<file path="config.mk">
export PLATFORM = sky130hd
export DESIGN_NAME = spi_slave_regs_flat
export DESIGN_NICKNAME = d
export VERILOG_FILES = /design/src/rtl/spi_slave_regs_if.sv /design/src/rtl/spi_slave_regs.sv /design/src/flat_wrapper.sv
export SDC_FILE = /design/constraint.sdc
export NUM_CORES = 1
export LEC_CHECK = 0
export CAP_MARGIN = 20
export CORE_MARGIN = 2
export CORE_UTILIZATION = 58
export DETAILED_ROUTE_END_ITERATION = 8
export GPL_TIMING_DRIVEN = 0
export PLACE_DENSITY_LB_ADDON = 0.1
export SKIP_CTS_REPAIR_TIMING = 1
export SLEW_MARGIN = 20
export SYNTH_ARGS = -nofsm -noshare
export SYNTH_HDL_FRONTEND = slang
export SYNTH_SLANG_ARGS = --single-unit
</file>
<file path="constraint.sdc">
create_clock -name clk -period 11.85 [get_ports clk]
set_input_delay 1.185 -clock clk [delete_from_list [all_inputs] [get_ports clk]]
set_output_delay 1.185 -clock clk [all_outputs]
set_load 0.05 [all_outputs]
</file>
<file path="src/rtl/spi_slave_regs_if.sv">
// SPI pins plus register-file observation/write-strobe bus for spi_slave_regs.
// master drives the SPI pins, slave drives everything the block reports back.
interface spi_slave_regs_if #(
  parameter int ADDR_W = 4
);
  logic                        cs_n;
  logic                        sclk;
  logic                        mosi;
  logic                        miso;
  logic                        miso_oe;
  logic [8*(2**ADDR_W)-1:0]    reg_bus;
  logic                        wr_valid;
  logic [ADDR_W-1:0]           wr_addr;
  logic [7:0]                  wr_data;
  logic                        frame_err;

  modport master (
    output cs_n, sclk, mosi,
    input  miso, miso_oe, reg_bus, wr_valid, wr_addr, wr_data, frame_err
  );

  modport slave (
    input  cs_n, sclk, mosi,
    output miso, miso_oe, reg_bus, wr_valid, wr_addr, wr_data, frame_err
  );
endinterface

</file>
<file path="src/rtl/spi_slave_regs.sv">
// SPI mode-0 slave with a 2**ADDR_W x 8 register file, oversampled on clk.
// Define SPI_SLAVE_AUTOINC_EN to advance the address after every data byte.
module spi_slave_regs #(
  parameter int         ADDR_W  = 4,
  parameter logic [7:0] RST_VAL = 8'h00
) (
  input  logic            clk,
  input  logic            rst,
  spi_slave_regs_if.slave bus
);
  localparam int NREG = 2**ADDR_W;

  typedef enum logic [1:0] {IDLE, CMD, DATA} state_t;

  state_t              state_q;
  logic                cs_meta_q, cs_sync_q, cs_dly_q;
  logic                sclk_meta_q, sclk_sync_q, sclk_dly_q;
  logic                mosi_meta_q, mosi_sync_q;
  logic [1:0]          live_q;
  logic                armed_q;
  logic [2:0]          bitcnt_q;
  logic [6:0]          shin_q;
  logic                rd_q;
  logic [ADDR_W-1:0]   addr_q;
  logic [7:0]          shout_q;
  logic                oe_q;
  logic                wr_valid_q;
  logic [ADDR_W-1:0]   wr_addr_q;
  logic [7:0]          wr_data_q;
  logic                frame_err_q;
  logic [7:0]          regs_q [NREG];

  logic                sclk_rise, sclk_fall, cs_fall, cs_rise;
  logic [7:0]          rx_byte;

  function automatic logic [ADDR_W-1:0] next_addr(input logic [ADDR_W-1:0] a);
`ifdef SPI_SLAVE_AUTOINC_EN
    return a + ADDR_W'(1);
`else
    return a;
`endif
  endfunction

  // Synchronisers idle at cs_n=1, sclk=0; live_q tracks when the chain holds real pin values.
  always_ff @(posedge clk or posedge rst) begin
    if (rst) begin
      cs_meta_q   <= 1'b1;
      cs_sync_q   <= 1'b1;
      cs_dly_q    <= 1'b1;
      sclk_meta_q <= 1'b0;
      sclk_sync_q <= 1'b0;
      sclk_dly_q  <= 1'b0;
      mosi_meta_q <= 1'b0;
      mosi_sync_q <= 1'b0;
      live_q      <= 2'b00;
      armed_q     <= 1'b0;
    end else begin
      cs_meta_q   <= bus.cs_n;
      cs_sync_q   <= cs_meta_q;
      cs_dly_q    <= cs_sync_q;
      sclk_meta_q <= bus.sclk;
      sclk_sync_q <= sclk_meta_q;
      sclk_dly_q  <= sclk_sync_q;
      mosi_meta_q <= bus.mosi;
      mosi_sync_q <= mosi_meta_q;
      live_q      <= {live_q[0], 1'b1};
      // A cs_n held low through reset must go high before a frame is accepted.
      armed_q     <= armed_q | (live_q[1] & cs_sync_q);
    end
  end

  always_comb begin
    sclk_rise = sclk_sync_q & ~sclk_dly_q;
    sclk_fall = ~sclk_sync_q & sclk_dly_q;
    cs_fall   = armed_q & ~cs_sync_q & cs_dly_q;
    cs_rise   = cs_sync_q & ~cs_dly_q;
    rx_byte   = {shin_q, mosi_sync_q};
  end

  always_ff @(posedge clk or posedge rst) begin
    if (rst) begin
      state_q     <= IDLE;
      bitcnt_q    <= 3'd0;
      shin_q      <= 7'd0;
      rd_q        <= 1'b0;
      addr_q      <= '0;
      shout_q     <= 8'h00;
      oe_q        <= 1'b0;
      wr_valid_q  <= 1'b0;
      wr_addr_q   <= '0;
      wr_data_q   <= 8'h00;
      frame_err_q <= 1'b0;
      for (int i = 0; i < NREG; i++) regs_q[i] <= RST_VAL;
    end else begin
      wr_valid_q <= 1'b0;
      if (cs_rise) begin
        if (state_q != IDLE && bitcnt_q != 3'd0) frame_err_q <= 1'b1;
        state_q  <= IDLE;
        bitcnt_q <= 3'd0;
        oe_q     <= 1'b0;
        shout_q  <= 8'h00;
      end else if (cs_fall) begin
        state_q     <= CMD;
        bitcnt_q    <= 3'd0;
        oe_q        <= 1'b1;
        frame_err_q <= 1'b0;
        shout_q     <= 8'h00;
      end else if (state_q != IDLE) begin
        if (sclk_rise) begin
          bitcnt_q <= bitcnt_q + 3'd1;
          shin_q   <= rx_byte[6:0];
          if (bitcnt_q == 3'd7) begin
            if (state_q == CMD) begin
              state_q <= DATA;
              rd_q    <= rx_byte[7];
              addr_q  <= rx_byte[ADDR_W-1:0];
              if (rx_byte[7]) shout_q <= regs_q[rx_byte[ADDR_W-1:0]];
            end else if (rd_q) begin
              addr_q  <= next_addr(addr_q);
              shout_q <= regs_q[next_addr(addr_q)];
            end else begin
              regs_q[addr_q] <= rx_byte;
              wr_valid_q     <= 1'b1;
              wr_addr_q      <= addr_q;
              wr_data_q      <= rx_byte;
              addr_q         <= next_addr(addr_q);
            end
          end
        end else if (sclk_fall && state_q == DATA && rd_q && bitcnt_q != 3'd0) begin
          // The fall right after a byte boundary keeps bit7 on miso for the next rise.
          shout_q <= {shout_q[6:0], 1'b0};
        end
      end
    end
  end

  for (genvar g = 0; g < NREG; g++) begin : g_bus
    assign bus.reg_bus[8*g +: 8] = regs_q[g];
  end

  assign bus.miso      = shout_q[7];
  assign bus.miso_oe   = oe_q;
  assign bus.wr_valid  = wr_valid_q;
  assign bus.wr_addr   = wr_addr_q;
  assign bus.wr_data   = wr_data_q;
  assign bus.frame_err = frame_err_q;
endmodule

</file>
<file path="src/flat_wrapper.sv">
// flat-port wrapper written by rule: the top's interface ports become plain ports
module spi_slave_regs_flat 
#(
  parameter int         ADDR_W  = 4,
  parameter logic [7:0] RST_VAL = 8'h00
)
  (clk, rst, bus_cs_n, bus_sclk, bus_mosi, bus_miso, bus_miso_oe, bus_reg_bus, bus_wr_valid, bus_wr_addr, bus_wr_data, bus_frame_err);
  spi_slave_regs_if #(.ADDR_W(ADDR_W)) bus_i ();
  input  logic clk;
  input  logic rst;
  input wire logic [$bits(bus_i.cs_n)-1:0] bus_cs_n;
  input wire logic [$bits(bus_i.sclk)-1:0] bus_sclk;
  input wire logic [$bits(bus_i.mosi)-1:0] bus_mosi;
  output wire logic [$bits(bus_i.miso)-1:0] bus_miso;
  output wire logic [$bits(bus_i.miso_oe)-1:0] bus_miso_oe;
  output wire logic [$bits(bus_i.reg_bus)-1:0] bus_reg_bus;
  output wire logic [$bits(bus_i.wr_valid)-1:0] bus_wr_valid;
  output wire logic [$bits(bus_i.wr_addr)-1:0] bus_wr_addr;
  output wire logic [$bits(bus_i.wr_data)-1:0] bus_wr_data;
  output wire logic [$bits(bus_i.frame_err)-1:0] bus_frame_err;
  assign bus_i.cs_n = bus_cs_n;
  assign bus_i.sclk = bus_sclk;
  assign bus_i.mosi = bus_mosi;
  assign bus_miso = bus_i.miso;
  assign bus_miso_oe = bus_i.miso_oe;
  assign bus_reg_bus = bus_i.reg_bus;
  assign bus_wr_valid = bus_i.wr_valid;
  assign bus_wr_addr = bus_i.wr_addr;
  assign bus_wr_data = bus_i.wr_data;
  assign bus_frame_err = bus_i.frame_err;
  spi_slave_regs #(.ADDR_W(ADDR_W), .RST_VAL(RST_VAL)) u_core (.clk(clk), .rst(rst), .bus(bus_i));
endmodule
</file>
==> results of run 1 <==
synth_stat cells (2+ instances only):
master / n / area (um2)
buf_2: 13 / 65.06
dfrtp_1: 176 / 4404
nor3b_4: 2 / 37.54
nand2_2: 4 / 25.02
mux2_1: 2 / 22.52
a22oi_1: 14 / 105.1
mux2i_1: 17 / 170.2
mux2_2: 159 / 1790
nand3_1: 18 / 90.09
nand2_1: 22 / 82.58
ha_1: 3 / 37.54
a21oi_1: 4 / 20.02
buf_1: 7 / 26.28
nor3b_1: 2 / 15.01
o211ai_1: 3 / 22.52
nor2b_1: 9 / 56.30
o21ai_0: 20 / 100.1
and2_1: 3 / 18.77
buf_6: 3 / 33.78
nand2b_1: 2 / 12.51
clkbuf_1: 21 / 78.83
o21a_1: 2 / 15.01
a221oi_1: 7 / 61.31
mux4_2: 57 / 1284
nor3_1: 5 / 25.02
buf_4: 2 / 15.01
nor2_1: 17 / 63.81
inv_1: 5 / 18.77
dfstp_2: 3 / 78.83
layout make-up:
type                    count  area, um2  area share
diodes                      1      2.502   0.0002204
repair buffers            149       1509      0.1329
multi-input cells         396       4292      0.3779
inverters                   6      32.53    0.002865
flip-flops and latches    179       4483      0.3948
clock buffers              17      425.4     0.03746
clock inverters            15      157.7     0.01388
well taps                 188      235.2     0.02071
plain buffers              46      219.0     0.01928
logic make-up (layout without fill, tap and decap cells):
group	count (synthesis)	in the layout	synth area share
multiplexers	235	235	0.3622
flip-flops	179	179	0.4971
AND/OR/NAND/NOR	96	96	0.06104
AO/OA/AOI/OAI	60	60	0.04703
buffers and inverters	52	233	0.02705
adder cells (fa/ha/maj)	3	3	0.004162
other	1	2	0.0004158
XOR/XNOR	1	1	0.0009713
power groups by stage:
stage	clock network (W)	registers [W]	logic [W]
floorplan	0	0.000646	0.000124
finish	0.000572	0.000633	0.000213
global route	0.000598	0.000634	0.000223
global placement	0	0.000643	0.000200
CTS	0.000573	0.000632	0.000208
detailed placement	0	0.000644	0.000206
worst paths after layout:
check / slack, ns / depth (start not counted) / endpoint
hold / removal: 0.35 / 0 / u_core.live_q[1]
setup / recovery: 8.91 / 1 / bus_reg_bus[1]
hold reg to reg: 0.35 / 0 / u_core.live_q[1]
setup reg to reg: 8.99 / 8 / u_core.bus.reg_bus[119]
max in group asynchronous: 9.74 / 3 / u_core.cs_dly_q
min in group asynchronous: 1.23 / 2 / u_core.bus.reg_bus[118]
sequential cells by signal, summed over array words and instances, names as in the netlist, 2 cells and up:
register and flops:
u_core.bus.reg_bus 128, u_core.bus.wr_data 8, u_core.shout_q 8, u_core.shin_q 7, u_core.addr_q 4, u_core.bus.wr_addr 4
u_core.bitcnt_q 3, u_core.live_q 2, u_core.state_q 2
per-layer routing:
| metal | track usage | up-vias | wire (um) | part of all wire |
|---|---|---|---|---|
| met2 | 0.5272 | 406 | 13010 | 0.48 |
| met1 | 0.4680 | 3463 | 10720 | 0.39 |
| met4 | 0.1260 | 0 | 855 | 0.031 |
| li1 | - | 2715 | - | - |
| met3 | 0.09272 | 61 | 2578 | 0.095 |
| met5 | 0 | - | 0 | 0 |
through the flow:
stage	util	power [W]
after floorplan	-	0.0007702
after global placement	0.7062	0.0008426
after detailed placement	0.7085	0.0008501
after CTS	0.7468	0.001413
after global routing	0.7468	0.001455
final	0.7470	0.001417
==> impl_metrics.env, run 1 <==
export IMPL_hold_ws_ns=0.3531
export IMPL_synth_seq_cells=179
export IMPL_clock_sinks=179
export IMPL_die_area_um2=16560
export IMPL_status="finished clean"
export IMPL_area_growth_pct=25.92
export IMPL_min_path_type="flip-flop to flip-flop"
export IMPL_ioPinCount=149
export IMPL_p_int_w=0.0009796
export IMPL_worst_pin_slew_ns=1.144
export IMPL_avgViaCountPerCell=6.665
export IMPL_drive_gt1_frac=0.3527
export IMPL_cts_root_buf="clkbuf_16"
export IMPL_rsz0062_at_grt="false"
export IMPL_ant_nets=0
export IMPL_critPathMaxStageDelay_ns=0.84
export IMPL_leakage_nw=5.016
export IMPL_grt_usage=0.3403
export IMPL_pwr_share_seq=0.446
export IMPL_share_comb_of_total_power=0.150
export IMPL_dp_cells=964
export IMPL_crit_path_start_kind="flip-flop"
export IMPL_start_util=0.5933
export IMPL_place_hpwl_um=18570
export IMPL_setup_viol=0
export IMPL_clock_path_buffers=2
export IMPL_h_tree_depth=4
export IMPL_dpl_cell_area_um2=10770
export IMPL_vdd_drop_max_mv=0.1126
export IMPL_pre_cts_ws_ns=9.018
export IMPL_cts_tree="built"
export IMPL_path_delay_family="buffers and inverters"
export IMPL_drtPass1Iterations=5
export IMPL_crit_chain="clkdlybuf4s50_1"
export IMPL_hold_viol_final=0
export IMPL_grt_ovfl_total=0
export IMPL_ys_warn_count=0
export IMPL_r2r_start="u_core.bitcnt_q[0]"
export IMPL_synth_cell_types=54
export IMPL_detail_route_iter0_violations=782
export IMPL_switching_power_w=0.0004375
export IMPL_clkLatencyLatePin_ns=0.44
export IMPL_syn_avg_cell_area_um2=14.38
export IMPL_crit_type="flip-flop to output port"
export IMPL_final_cell_mix="dfrtp_1 (176), mux2_2 (159), clkdlybuf4s50_1 (148), mux4_2 (57), nand2_1 (22)"
export IMPL_fin_area_um2=11360
export IMPL_maxCapViolations=0
export IMPL_critPathSlowestCell="clkdlybuf4s50_1"
export IMPL_die_x_um=128.7
export IMPL_rows=45
export IMPL_startpoint="u_core.bus.reg_bus[1]"
export IMPL_synth_flop_cell="dfrtp_1"
export IMPL_pwr_share_clk=0.403
export IMPL_grt_max_degree=97
export IMPL_hold_path_startpoint="u_core.live_q[0]"
export IMPL_via_count=6645
export IMPL_clock_fmax_mhz=340.1
export IMPL_wire_per_inst_um=27.25
export IMPL_netlist_instances=627
export IMPL_skew_ns=0.009238
export IMPL_synth_edf_count=0
export IMPL_cts_buffers=17
export IMPL_stdcell_count=997
export IMPL_layout_commonest_cell="dfrtp_1"
export IMPL_finalMaxSlewViolations=0
export IMPL_synth_area_um2=9019
export IMPL_clk_pin_slew_ns=0.07
export IMPL_gp_congestion=0.9419
export IMPL_tns_ns=0
export IMPL_routed_wl_um=27170
export IMPL_crit_arrival_ns=1.75
export IMPL_fp_dieH_um=128.7
export IMPL_drc=0
export IMPL_grt_pass1_wl_um=40620
export IMPL_fin_crit_sh=0.2481
export IMPL_synthArstFlopShare=1.000
export IMPL_grt_pass1_vias=6641
export IMPL_critPathRequiredTime_ns=10.67
export IMPL_fillers=1001
export IMPL_antenna_found_initial=0
export IMPL_finalNetCount=803
export IMPL_power_density_nw_per_um2=124.8
export IMPL_core_area_um2=15200
export IMPL_portBuffers=148
export IMPL_ys_seq_area_frac=0.4971
export IMPL_cp_max_fo=4
export IMPL_fin_ws_ns=8.910
export IMPL_crit_path_end_kind="output port"
export IMPL_path_buf_inv=1
export IMPL_switching_share=0.3087
export IMPL_min_period_ns=2.940
export IMPL_synth_nets=635
export IMPL_slew_headroom=0.2330
Power figures use the tool's default switching activity.
==> run 2: changes to the inputs <==
Settings changed: CORE_UTILIZATION 58 to 49.
Clock period 11.85 ns to 2.4 ns, I/O delays scaled along.
==> run 2 against run 1 <==
  * Clock-buffer cell count stayed put
  * Die area up 18%
  * The flow now finishes with violations (setup timing)
  * Via count grew 2.6%
  * Critical endpoint is now u_core.bus.reg_bus[105]
  * Sequential power rose to 4.9 times the previous value
  * Clock skew increased by 0.0040 ns
  * Largest power group unchanged
  * Register-to-register slack worse by 9.1 ns
==> impl_metrics.env, run 2 (same netlist as run 1, synthesis figures left out) <==
export IMPL_fin_area_um2=11920
export IMPL_grt_pass1_wl_um=43520
export IMPL_finalNetCount=828
export IMPL_die_x_um=139.7
export IMPL_start_util=0.5003
export IMPL_via_count=6815
export IMPL_met2_usage=0.4592
export IMPL_grt_ovfl_total=0
export IMPL_status="finished, violations left"
export IMPL_cts_root_buf="clkbuf_16"
export IMPL_clkLatencyLatePin_ns=0.45
export IMPL_regToRegSetupSlack_ns=-0.07
export IMPL_gp_congestion=0.9202
export IMPL_vdd_drop_max_mv=0.5504
export IMPL_crit_arrival_ns=2.81
export IMPL_skew_ns=0.01325
export IMPL_power_w=0.007057
export IMPL_diodes=0
export IMPL_r2r_start="u_core.bitcnt_q[1]"
export IMPL_core_area_um2=18020
export IMPL_leakage_nw=5.244
export IMPL_detail_route_iter0_violations=664
export IMPL_critPathRequiredTime_ns=2.73
export IMPL_clock_path_buffers=2
export IMPL_grt_max_degree=36
export IMPL_rsz0062_at_grt="true"
export IMPL_setup_viol=42
export IMPL_power_density_nw_per_um2=592.3
export IMPL_crit_path_start_kind="flip-flop"
export IMPL_clock_sinks=179
export IMPL_grt_pass1_vias=6902
export IMPL_cts_buffers=17
export IMPL_ff2ff_path_depth=10
export IMPL_cp_max_fo=8
export IMPL_cts_tree="built"
export IMPL_maxCapViolations=0
export IMPL_place_hpwl_um=20040
export IMPL_fp_dieH_um=139.7
export IMPL_min_path_type="input port to asynchronous set/reset pin"
export IMPL_grt_use_met1=0.4137
export IMPL_ant_nets=0
export IMPL_fin_ws_ns=-0.07163
export IMPL_rr_endpoint="u_core.bus.reg_bus[105]"
export IMPL_min_period_ns=2.472
export IMPL_clock_fmax_mhz=404.6
export IMPL_antenna_found_initial=0
export IMPL_dpl_cell_area_um2=10910
export IMPL_drc=0
export IMPL_slew_headroom=0.3598
export IMPL_fin_crit_sh=1.030
export IMPL_crit_type="flip-flop to flip-flop"
export IMPL_routed_wl_um=29510
export IMPL_avgViaCountPerCell=6.417
export IMPL_clk_pin_slew_ns=0.08
export IMPL_worst_pin_slew_ns=0.9530
export IMPL_ioPinCount=149
export IMPL_dp_cells=1009
export IMPL_violations="setup timing"
export IMPL_startpoint="u_core.bitcnt_q[1]"
export IMPL_rows=49
export IMPL_die_area_um2=19510
export IMPL_drtPass1Iterations=6
export IMPL_crit_path_end_kind="flip-flop"
export IMPL_grt_usage=0.3021
export IMPL_tns_ns=-1.349
export IMPL_portBuffers=148
export IMPL_wire_per_inst_um=27.79
export IMPL_grt_busiest_layer="met2"
export IMPL_hold_viol_final=0
export IMPL_largest_reg_flops=128
export IMPL_final_cell_mix="dfrtp_1 (176), clkdlybuf4s50_1 (148), mux2_2 (131), mux4_2 (57), mux2_4 (30)"
export IMPL_area_growth_pct=32.12
export IMPL_finalMaxSlewViolations=0
export IMPL_layout_commonest_cell="dfrtp_1"
export IMPL_h_tree_depth=4
export IMPL_stdcell_count=1062
export IMPL_drive_gt1_frac=0.3962
export IMPL_met3_usage=0.08465
==> run 2: changes by cell type in the layout (fill, tap and decap cells not counted), moves of 3 or more <==
cell	change
clkbuf_2	+5
buf_6	+6
nand3_1	-3
mux2_4	+30
clkinv_4	+3
mux2_2	-28
buf_1	-4
buf_4	+12
buf_12	+9
==> run 2: power by group <==
part / total [W] / switching, W / leakage (nW) / internal (W)
combinational: 0.00111 / 0.000808 / 2.50 / 0.000304
sequential: 0.00312 / 0.0000390 / 2.46 / 0.00308
clock: 0.00283 / 0.00135 / 0.287 / 0.00148
==> run 2: layout make-up <==
type / instances / area (um2)
clock inverter: 15 / 161.4
inverter: 6 / 28.78
tap: 229 / 286.5
timing repair buffer: 175 / 1802
multi-input combinational: 396 / 4489
clock buffer: 17 / 425.4
buffer: 45 / 239.0
sequential: 179 / 4483
fill: 1320 / 6110
==> run 2: routing by layer <==
metal  share of wire  vias to the layer above
met2            0.47                      415
met5               0                        -
met1            0.40                     3554
li1                -                     2769
met4           0.037                        0
met3           0.092                       77
==> run 2: worst max path at each step <==
stage,to,depth (start not counted)
6_report,u_core.bus.reg_bus[105],10
5_1_grt,u_core.bus.reg_bus[105],10
4_1_cts,u_core.bus.reg_bus[105],8
3_5_place_dp,u_core.bus.reg_bus[105],8
3_3_place_gp,u_core.bus.reg_bus[34],2
2_1_floorplan,u_core.addr_q[0],1
==> run 2: stage by stage <==
stage                 util  setup slack (ns)  hold WS (ns)
finish              0.6610          -0.07163        0.2003
floorplan                -           -0.1322        0.2445
detailed placement  0.6051           -0.4845        0.3355
global route        0.6610           -0.1376        0.2082
global placement    0.5986            -1.530        0.3334
CTS                 0.6377           -0.5065        0.1927
==> run 2: critical path: stages (launching register included) <==
cell,delay (ns)
dfrtp_1,0.38
ha_2,0.21
ha_4,0.15
and3b_2,0.24
o2111ai_4,0.26
inv_4,0.14
buf_6,0.10
nand3_4,0.11
nor3b_4,0.28
buf_6,0.19
mux2_4,0.31
